[config.mk]
export PLATFORM = sky130hd
export DESIGN_NAME = rcv_timer
export DESIGN_NICKNAME = d
export VERILOG_FILES = /design/src/rtl/usb_rx_pkg.sv /design/src/rtl/flex_counter.sv /design/src/rtl/rcv_timer.sv
export SDC_FILE = /design/constraint.sdc
export NUM_CORES = 1
export LEC_CHECK = 0
export ABC_AREA = 0
export ABC_CLOCK_PERIOD_IN_PS = 2110
export CAP_MARGIN = 20
export CORE_MARGIN = 3
export CORE_UTILIZATION = 45
export CTS_CLUSTER_DIAMETER = 60
export DETAILED_ROUTE_END_ITERATION = 6
export PLACE_DENSITY_LB_ADDON = 0.2
export SLEW_MARGIN = 20
export SYNTH_ARGS = -nofsm -noshare
export SYNTH_HDL_FRONTEND = slang
export SYNTH_HIERARCHICAL = 1
export SYNTH_SLANG_ARGS = --single-unit
[constraint.sdc]
create_clock -name clk -period 2.11 [get_ports clk]
set_input_delay 0.422 -clock clk [delete_from_list [all_inputs] [get_ports clk]]
set_output_delay 0.422 -clock clk [all_outputs]
set_load 0.01 [all_outputs]
[src/rtl/usb_rx_pkg.sv]
// Shared types and sizing for the USB full-speed receive path.
package usb_rx_pkg;

    typedef enum logic [1:0] {
        IDLE = 2'd0,
        SYNC = 2'd1,
        RUN  = 2'd2
    } rcv_timer_state_t;

    localparam int unsigned USB_CLKS_PER_BIT  = 8;
    localparam int unsigned USB_BITS_PER_BYTE = 8;
    localparam int unsigned USB_BIT_CNT_W     = 4;

endpackage

[src/rtl/flex_counter.sv]
// Wrapping up-counter with synchronous clear and load; rollover_flag pulses
// for one cycle after the counter wraps from rollover_val back to zero.
module flex_counter #(
    parameter int unsigned NUM_CNT_BITS = 4
) (
    input  logic                    clk,
    input  logic                    n_rst,
    input  logic                    clear,
    input  logic                    count_enable,
    input  logic                    load,
    input  logic [NUM_CNT_BITS-1:0] load_val,
    input  logic [NUM_CNT_BITS-1:0] rollover_val,
    output logic [NUM_CNT_BITS-1:0] count,
    output logic                    rollover_flag
);

    // Priority: clear, then load, then count; load overrides both increment and wrap.
    always_ff @(posedge clk or negedge n_rst) begin
        if (!n_rst) begin
            count         <= '0;
            rollover_flag <= 1'b0;
        end else if (clear) begin
            count         <= '0;
            rollover_flag <= 1'b0;
        end else if (load) begin
            count         <= load_val;
            rollover_flag <= 1'b0;
        end else if (count_enable) begin
            if (count == rollover_val) begin
                count         <= '0;
                rollover_flag <= 1'b1;
            end else begin
                count         <= count + NUM_CNT_BITS'(1);
                rollover_flag <= 1'b0;
            end
        end else begin
            rollover_flag <= 1'b0;
        end
    end

endmodule

[src/rtl/rcv_timer.sv]
// USB full-speed receive bit timer: re-phases on d_edge, strobes mid-bit,
// and pulses byte_received after every BITS_PER_BYTE non-stuffed bits.
module rcv_timer
    import usb_rx_pkg::*;
#(
    parameter int unsigned CLKS_PER_BIT  = USB_CLKS_PER_BIT,
    parameter int unsigned SAMPLE_PHASE  = 3,
    parameter int unsigned EDGE_PHASE    = 2,
    parameter int unsigned BITS_PER_BYTE = USB_BITS_PER_BYTE
) (
    input  logic                     clk,
    input  logic                     n_rst,
    input  logic                     d_edge,
    input  logic                     rcving,
    input  logic                     stuff_bit,
    output logic                     shift_enable,
    output logic                     byte_received,
    output logic [USB_BIT_CNT_W-1:0] bit_cnt
);

    localparam int unsigned CNT_W = (CLKS_PER_BIT > 1) ? $clog2(CLKS_PER_BIT) : 1;

    rcv_timer_state_t state;
    logic [CNT_W-1:0] clk_cnt;
    logic             clk_wrap_unused;
    logic             abort;
    logic             phase_load;
    logic             phase_run;
    logic             bit_count_en;

    assign abort        = !rcving;
    assign phase_load   = d_edge && (state != IDLE);
    assign phase_run    = (state == RUN);
    assign shift_enable = phase_run && (clk_cnt == CNT_W'(SAMPLE_PHASE));
    assign bit_count_en = shift_enable && !stuff_bit;

    // Receive-mode FSM; dropping rcving returns to IDLE from any state.
    always_ff @(posedge clk or negedge n_rst) begin
        if (!n_rst) begin
            state <= IDLE;
        end else if (abort) begin
            state <= IDLE;
        end else begin
            unique case (state)
                IDLE:    state <= SYNC;
                SYNC:    if (d_edge) state <= RUN;
                RUN:     state <= RUN;
                default: state <= IDLE;
            endcase
        end
    end

    // Per-bit phase counter; every edge reloads EDGE_PHASE to absorb detector latency.
    flex_counter #(
        .NUM_CNT_BITS(CNT_W)
    ) u_clk_cnt (
        .clk          (clk),
        .n_rst        (n_rst),
        .clear        (abort),
        .count_enable (phase_run),
        .load         (phase_load),
        .load_val     (CNT_W'(EDGE_PHASE)),
        .rollover_val (CNT_W'(CLKS_PER_BIT - 1)),
        .count        (clk_cnt),
        .rollover_flag(clk_wrap_unused)
    );

    // Counted bits within the current byte; its wrap flag is the byte pulse.
    flex_counter #(
        .NUM_CNT_BITS(USB_BIT_CNT_W)
    ) u_bit_cnt (
        .clk          (clk),
        .n_rst        (n_rst),
        .clear        (abort),
        .count_enable (bit_count_en),
        .load         (1'b0),
        .load_val     ('0),
        .rollover_val (USB_BIT_CNT_W'(BITS_PER_BYTE - 1)),
        .count        (bit_cnt),
        .rollover_flag(byte_received)
    );

endmodule

# Word-level counts from Yosys, hierarchy flattened
# Cells that the tools add are included.
# op_classes
add_sub_neg,2
n_eq_ne,8
n_mux,13
n_reduce_logical,6
# ops
cell,n
2-to-1 mux 3 bit,4
2-to-1 mux 4 bit,3
case mux 2 bit (3 select lines),1
adder 4 x 1 -> 4 bit (second input constant),1
== test 4 x 3 -> 1 bit (second input constant),1
2-to-1 mux 2 bit,2
adder 3 x 1 -> 3 bit (second input constant),1
== test 3 x 2 -> 1 bit (second input constant),1
== test 3 bit (second input constant),1
logical AND 1 bit,3
2-to-1 mux 1 bit,3
!= test 3 x 1 -> 1 bit (second input constant),1
!= test 3 bit (second input constant),1
== test 2 x 1 -> 1 bit (second input constant),1
== test 2 bit (second input constant),1
zero test 2 bit,1
!= test 2 x 1 -> 1 bit (second input constant),1
nonzero test 2 bit,1
zero test 1 bit,1
# totals
register_bits,10
input_bits,5

# Depth between registers and ports, before layout
# Gate-level depths: netlist of run 1.
# logic_depth
word_depth,5
mapped_depth,7
mapped_depth_nobuf,7

# By module
# Netlist of run 1, hierarchy kept.
# by_module_without_submodules
mod,n_inst,cells_each,area_per_inst_um2
flex_counter at u_bit_cnt,1,33,331.6
flex_counter at u_clk_cnt,1,26,261.5
rcv_timer,1,21,187.7

# Least setup slack after synthesis of run 1
# OpenSTA, ideal clock, no wires.
# synth_timing
path_type,register to register
start,reg state[0]
end,reg u_bit_cnt.count[3]
setup_ns,0.101
arrival_time_ns,1.562
path_slack_ns,0.447
stages_incl_launch_ff,7
n_path_buf,0
synth_period_minus_slack_ns,1.663
cell_sequence,dfrtp_1 -> inv_1 -> ha_1 -> and4b_1 -> nor2b_2 -> nand2_1 -> o32ai_1
# synth_via
elab_chain_len,4
# synth_lines
element,line,source
"start, declared",rcv_timer.sv:23,rcv_timer_state_t state;
"start signal, assigned",rcv_timer.sv:40,state <= IDLE;
"start signal, assigned",rcv_timer.sv:42,state <= IDLE;
"start signal, assigned",rcv_timer.sv:45,IDLE: state <= SYNC;
== test 2 bit,rcv_timer.sv:33,assign phase_run = (state == RUN);
net phase_run,rcv_timer.sv:28,logic phase_run;
logical AND 1 bit,rcv_timer.sv:34,assign shift_enable = phase_run && (clk_cnt == CNT_W'(SAMPLE_PHASE));
net shift_enable,rcv_timer.sv:16,"output logic shift_enable,"
logical AND 1 bit,rcv_timer.sv:35,assign bit_count_en = shift_enable && !stuff_bit;
net bit_count_en,rcv_timer.sv:29,logic bit_count_en;
!= test 2 x 1 -> 1 bit (no source line),-,
"end signal, assigned",flex_counter.sv:26,count <= load_val;
"end signal, assigned",flex_counter.sv:33,count <= count + NUM_CNT_BITS'(1);
"end, declared",flex_counter.sv:13,"output logic [NUM_CNT_BITS-1:0] count,"
# The timed path passes the listed nets, and every way through them passes these cells.
# A chain may end at the register's enable or synchronous reset.

# Worst setup path in the final report of run 1
# layout_timing
start,reg state[0]
end,out shift_enable
# layout_via
elab_chain_len,2
# layout_lines
element,line
== test 2 bit,rcv_timer.sv:33
net phase_run,rcv_timer.sv:28
logical AND 1 bit,rcv_timer.sv:34
"end, declared",rcv_timer.sv:16
# The timed path passes the listed nets, and every way through them passes these cells.

==> results of run 1 <==
==> cells in the final DEF (no fill, tap or decap), types with 3 or more instances in the layout <==
master            n
conb_1           16
dfrtp_1          10
xor2_1            9
nor3b_1           5
nand2_1           7
clkdlybuf4s50_1   9
ha_1              5
nor2b_1           4
o22ai_1           3
clkbuf_4          3
inv_1             3
a21oi_1           5
==> registers in the layout, indices dropped and copies added, names as in the netlist <==
signal,count
u_bit_cnt/rollover_flag,1
u_clk_cnt/count,3
u_bit_cnt/count,4
state,2
==> path summary, 6_finish.rpt <==
| path | end | slack, ns | cells past startpoint | start |
|---|---|---|---|---|
| max | shift_enable | 0.19 | 4 | state[0]$_DFFE_PN0P_ |
| min | u_bit_cnt/count[3]$_DFFE_PN0P_ | 0.46 | 1 | n_rst |
| max reg2reg | u_bit_cnt/count[3]$_DFFE_PN0P_ | 0.24 | 6 | state[0]$_DFFE_PN0P_ |
| min reg2reg | state[0]$_DFFE_PN0P_ | 0.57 | 2 | state[0]$_DFFE_PN0P_ |
| max in group asynchronous | state[0]$_DFFE_PN0P_ | 1.35 | 1 | n_rst |
| min in group clk | state[0]$_DFFE_PN0P_ | 0.57 | 2 | state[0]$_DFFE_PN0P_ |
==> layer usage <==
metal	track usage (%)	vias up	routed length, µm
li1	-	317	-
met1	21.6	293	665
met2	23.6	14	685
met3	5.75	0	65
met4	1.66	0	0
met5	0	-	0
==> area by class of cell <==
type | instances | area [µm²] | area share (%)
clock buffers | 4 | 36.3 | 3.78
inverters | 4 | 15.0 | 1.56
multi-input cells | 77 | 532 | 55.4
flip-flops and latches | 10 | 250 | 26.1
well taps | 16 | 20.0 | 2.09
repair buffers | 11 | 106 | 11.1
==> worst max-delay path: cells and delay by family, from the launching register on <==
kind	cells	cell delay (ns)
adders and majority gates	1	0.24
DFF	1	0.40
buffers and inverters	2	0.39
and+or+nand+nor	1	0.22
==> power groups by stage <==
| stage | registers (mW) | logic (mW) | clock network (mW) |
|---|---|---|---|
| floorplan | 0.269 | 0.199 | 0 |
| global placement | 0.277 | 0.260 | 0 |
| detailed placement | 0.278 | 0.267 | 0 |
| CTS | 0.275 | 0.270 | 0.175 |
| global route | 0.281 | 0.308 | 0.186 |
| finish | 0.275 | 0.272 | 0.167 |
==> stage by stage <==
stage / setup WS, ns / hold WS, ns
after floorplan: 0.447 / 0.126
after detailed placement: 0.156 / 0.568
after global routing: 0.0864 / 0.494
after global placement: 0.220 / 0.545
after CTS: 0.178 / 0.471
final: 0.187 / 0.462
==> flow_summary.yaml, run 1 <==
pwr:
  p_sw_mw: 0.255
  sequentialPowerShare_pct: 38.5
  clkPwrFrac_pct: 23.4
  p_int_mw: 0.459
  p_sw_share_pct: 35.7
  power.leakage_nw: 0.435
  powerDensity_mw_per_mm2: 744
  combPwrFrac_pct: 38.1
  p_total_mw: 0.714
  peakVddDrop_mv: 0.575
critical_path:
  path_cells: "inv_1, ha_2, and4b_1, dlygate4sd2_1"
  start_kind: "flop"
  worstPathArrival_ns: 1.50
  path_max_fanout: 5
  critPathCaptureType: "output pin"
  worstSetupPathType: "flop to output pin"
  cp_slowest_cell: "dfrtp_1"
  crit_required_ns: 1.69
  max_stage_delay_ns: 0.40
timing:
  fin_skew_ns: 0.00428
  tns_ns: 0
  setup_viol: 0
  hold_viol_final: 0
  period_minus_slack_ns: 1.92
  grt_setup_unrepaired: "false"
  slew_violations: 0
  period_share_pct: 91.1
  max_freq_mhz: 520
cts:
  cts-root-buf: "clkbuf_4"
  clkTransAtPathRegs_ns: 0.07
  hold_buffers: 0
  cts_tree: "done"
  h-tree-depth: 1
  cts.sinks: 10
  cts_buffer_depth: 2
  cts-buffers-inserted: 3
  ctsResizeCount: 2
  clk_latency_ns: 0.26
  post-cts-setup-buffers: 0
global_routing:
  grt_pass1_wl_um: 2370
  grt_usage_pct: 15.4
  grt_max_degree: 11
  grt_overflow: 0
  antenna_found_initial: 0
  grt_pass1_vias: 559
placed_design:
  dp.cells: 118
  place_congestion: 0.806
  placed_cell_area_um2: 922
  dp_hpwl_um: 1150
  io_buffer_count: 10
route:
  firstDrtPassIters: 4
  wire_per_inst_um: 11.6
  vias_per_cell: 5.11
  finalWirelength_um: 1420
  drtAntennaViolNets: 0
  drt_iter0_drc: 17
  post-route-drc-count: 0
  via_count: 624
floorplan:
  core_region_area_mm2: 0.00154
  ioPinCount: 11
  start_util_pct: 48.5
  die_h_um: 46.7
  fp.dieW_um: 46.7
  die-area_mm2: 0.00218
  placementRows: 14
outcome:
  outcome: "completed"
finish:
  stdcell_count: 122
  drive_gt1_share_pct: 10.4
  n_antenna_cell: 0
  fill_cells: 134
  final_cell_area_um2: 960
  utilization_pct: 62.3
  area_growth_pct: 28.5
  nets: 118
synth:
  ys_warn_count: 6
  synthCells: 78
  syn_area_um2: 747
  synth_area_per_cell_um2: 9.58
hold_path:
  hold_class: "input port to asynchronous set/reset pin"
run:
  cap_violations: 0
No activity file was read; power rests on OpenSTA's default activity.
==> inputs of run 2 (changes only) <==
CORE_MARGIN = 2   (was 3)
PLACE_DENSITY = 0.68   (was default)
PLACE_DENSITY_LB_ADDON = default   (was 0.2)
==> run 2 against run 1 <==
  * Die area decreased by 8.4%
  * Combinational power increased by 3%
  * Total power increased by 2.3%
  * Register-to-register slack improved by 0.18 ns
  * Critical path type unchanged
  * Critical endpoint unchanged
  * Largest power group unchanged
  * Highest routed layer unchanged
==> flow_summary.yaml, run 2 (same netlist as run 1, synthesis figures left out) <==
outcome:
  outcome: "completed"
global_routing:
  grt_pass1_wl_um: 2700
  grt_pass1_vias: 620
  grt_usage_pct: 18.5
  grt_overflow: 0
  grt_max_degree: 11
  antenna_found_initial: 0
cts:
  clk_latency_ns: 0.26
  cts.sinks: 10
  cts_tree: "done"
  clkTransAtPathRegs_ns: 0.06
  cts-buffers-inserted: 3
  cts-root-buf: "clkbuf_4"
  cts_buffer_depth: 2
  h-tree-depth: 1
  post-cts-setup-buffers: 0
placed_design:
  io_buffer_count: 10
  dp_hpwl_um: 1100
  place_congestion: 0.773
  dpl_worst_slack_ns: 0.181
critical_path:
  worstSetupPathType: "flop to output pin"
  worstPathArrival_ns: 1.29
  reg2reg_slack_ns: 0.42
  start_kind: "flop"
  critPathCaptureType: "output pin"
  path_max_fanout: 5
  crit_required_ns: 1.69
pwr:
  sequentialPowerShare_pct: 38.5
  p_sw_share_pct: 36.5
  clkPwrFrac_pct: 23.1
  power.leakage_nw: 0.450
  combPwrFrac_pct: 38.4
  p_total_mw: 0.731
  powerDensity_mw_per_mm2: 751
  peakVddDrop_mv: 0.499
  p_sw_mw: 0.266
  p_int_mw: 0.464
timing:
  period_minus_slack_ns: 1.71
  slew_violations: 0
  tns_ns: 0
  max_freq_mhz: 583
  grt_setup_unrepaired: "false"
  setup_viol: 0
  fin_skew_ns: 0.00260
  period_share_pct: 81.2
  setup_ws_ns: 0.396
  hold_viol_final: 0
finish:
  largest_register_ffs: 4
  regMostFlops: "u_bit_cnt/count"
  area_growth_pct: 30.3
  nets: 118
  drive_gt1_share_pct: 11.3
  final_cell_mix: "16 x conb_1, 10 x dfrtp_1, 9 x clkdlybuf4s50_1, 9 x xor2_1, 7 x nand2_1"
  top_regs: "u_bit_cnt/count x4, u_clk_cnt/count x3, state x2"
  n_antenna_cell: 0
  mostFrequentLayoutCell: "conb_1"
hold_path:
  hold_class: "input port to asynchronous set/reset pin"
route:
  drtAntennaViolNets: 0
  vias_per_cell: 4.98
  finalWirelength_um: 1440
  firstDrtPassIters: 4
  wire_per_inst_um: 11.8
  drt_iter0_drc: 6
  post-route-drc-count: 0
  via_count: 607
run:
  cap_violations: 0
floorplan:
  fp.dieW_um: 44.7
  start_util_pct: 49.0
  die_h_um: 44.7
  core_region_area_mm2: 0.00152
  ioPinCount: 11
  placementRows: 14
  die-area_mm2: 0.00200
[run 2: cell count changes in the layout (fill, tap and decap cells not counted)]
| cell | change |
|---|---|
| ha_2 | -1 |
| inv_1 | -1 |
| ha_4 | +1 |
| inv_2 | +1 |
| dlygate4sd2_1 | -1 |
| dlymetal6s2s_1 | +1 |
[run 2: repair_timing]
action | 4_1_cts | 5_1_grt
endpoints found under the setup margin | 1 | 1
cloned | 0 | 0
pin swaps | 0 | 0
gates resized for setup | 3 | 1
hold buffers | 0 | 0
[run 2: critical path: stages, from the launching register on]
cell,delay (ns)
dfrtp_1,0.41
inv_2,0.11
ha_4,0.17
and4b_1,0.19
dlymetal6s2s_1,0.16
[run 2: path summary, 6_finish.rpt]
path / end / cells past startpoint / start
worst max-delay path: shift_enable / 4 / state[0]$_DFFE_PN0P_
min in group clk: state[0]$_DFFE_PN0P_ / 2 / state[0]$_DFFE_PN0P_
worst min register to register: state[0]$_DFFE_PN0P_ / 2 / state[0]$_DFFE_PN0P_
worst min-delay path: u_bit_cnt/count[3]$_DFFE_PN0P_ / 1 / n_rst
max in group asynchronous: u_clk_cnt/count[2]$_DFFE_PN0P_ / 1 / n_rst
worst max register to register: u_bit_cnt/count[3]$_DFFE_PN0P_ / 6 / state[0]$_DFFE_PN0P_
[run 2: power by group through the flow]
stage / Sequential, mW / Combinational, mW / Clock, mW
finish: 0.282 / 0.280 / 0.169
floorplan: 0.269 / 0.199 / 0
detailed placement: 0.279 / 0.261 / 0
global route: 0.289 / 0.322 / 0.183
CTS: 0.281 / 0.278 / 0.176
global placement: 0.276 / 0.258 / 0
[run 2: area by class of cell]
| cell class | count | area (µm²) |
|---|---|---|
| Tap cell | 16 | 20.0 |
| Sequential cell | 10 | 250 |
| Multi-Input combinational cell | 77 | 542 |
| Timing Repair Buffer | 11 | 110 |
| Fill cell | 147 | 551 |
| Inverter | 4 | 15.0 |
| Clock buffer | 4 | 36.3 |
[run 2: through the flow]
step                std cells  utilization, %  area, µm²  hold slack (ns)
detailed placement        118            60.5        922            0.561
global placement          118            60.5        922            0.541
CTS                       122            63.7        971            0.475
global route              122            63.9        973            0.497
finish                    122            63.9        973            0.465
floorplan                  92               -        800            0.126
[run 2: routing by layer]
metal / GRT usage (%) / part of all wire [%] / up-vias
met5: 0 / 0 / -
met4: 1.82 / 0 / 0
met3: 6.00 / 3.5 / 0
met2: 29.0 / 45 / 10
met1: 25.8 / 51 / 280
li1: - / - / 317
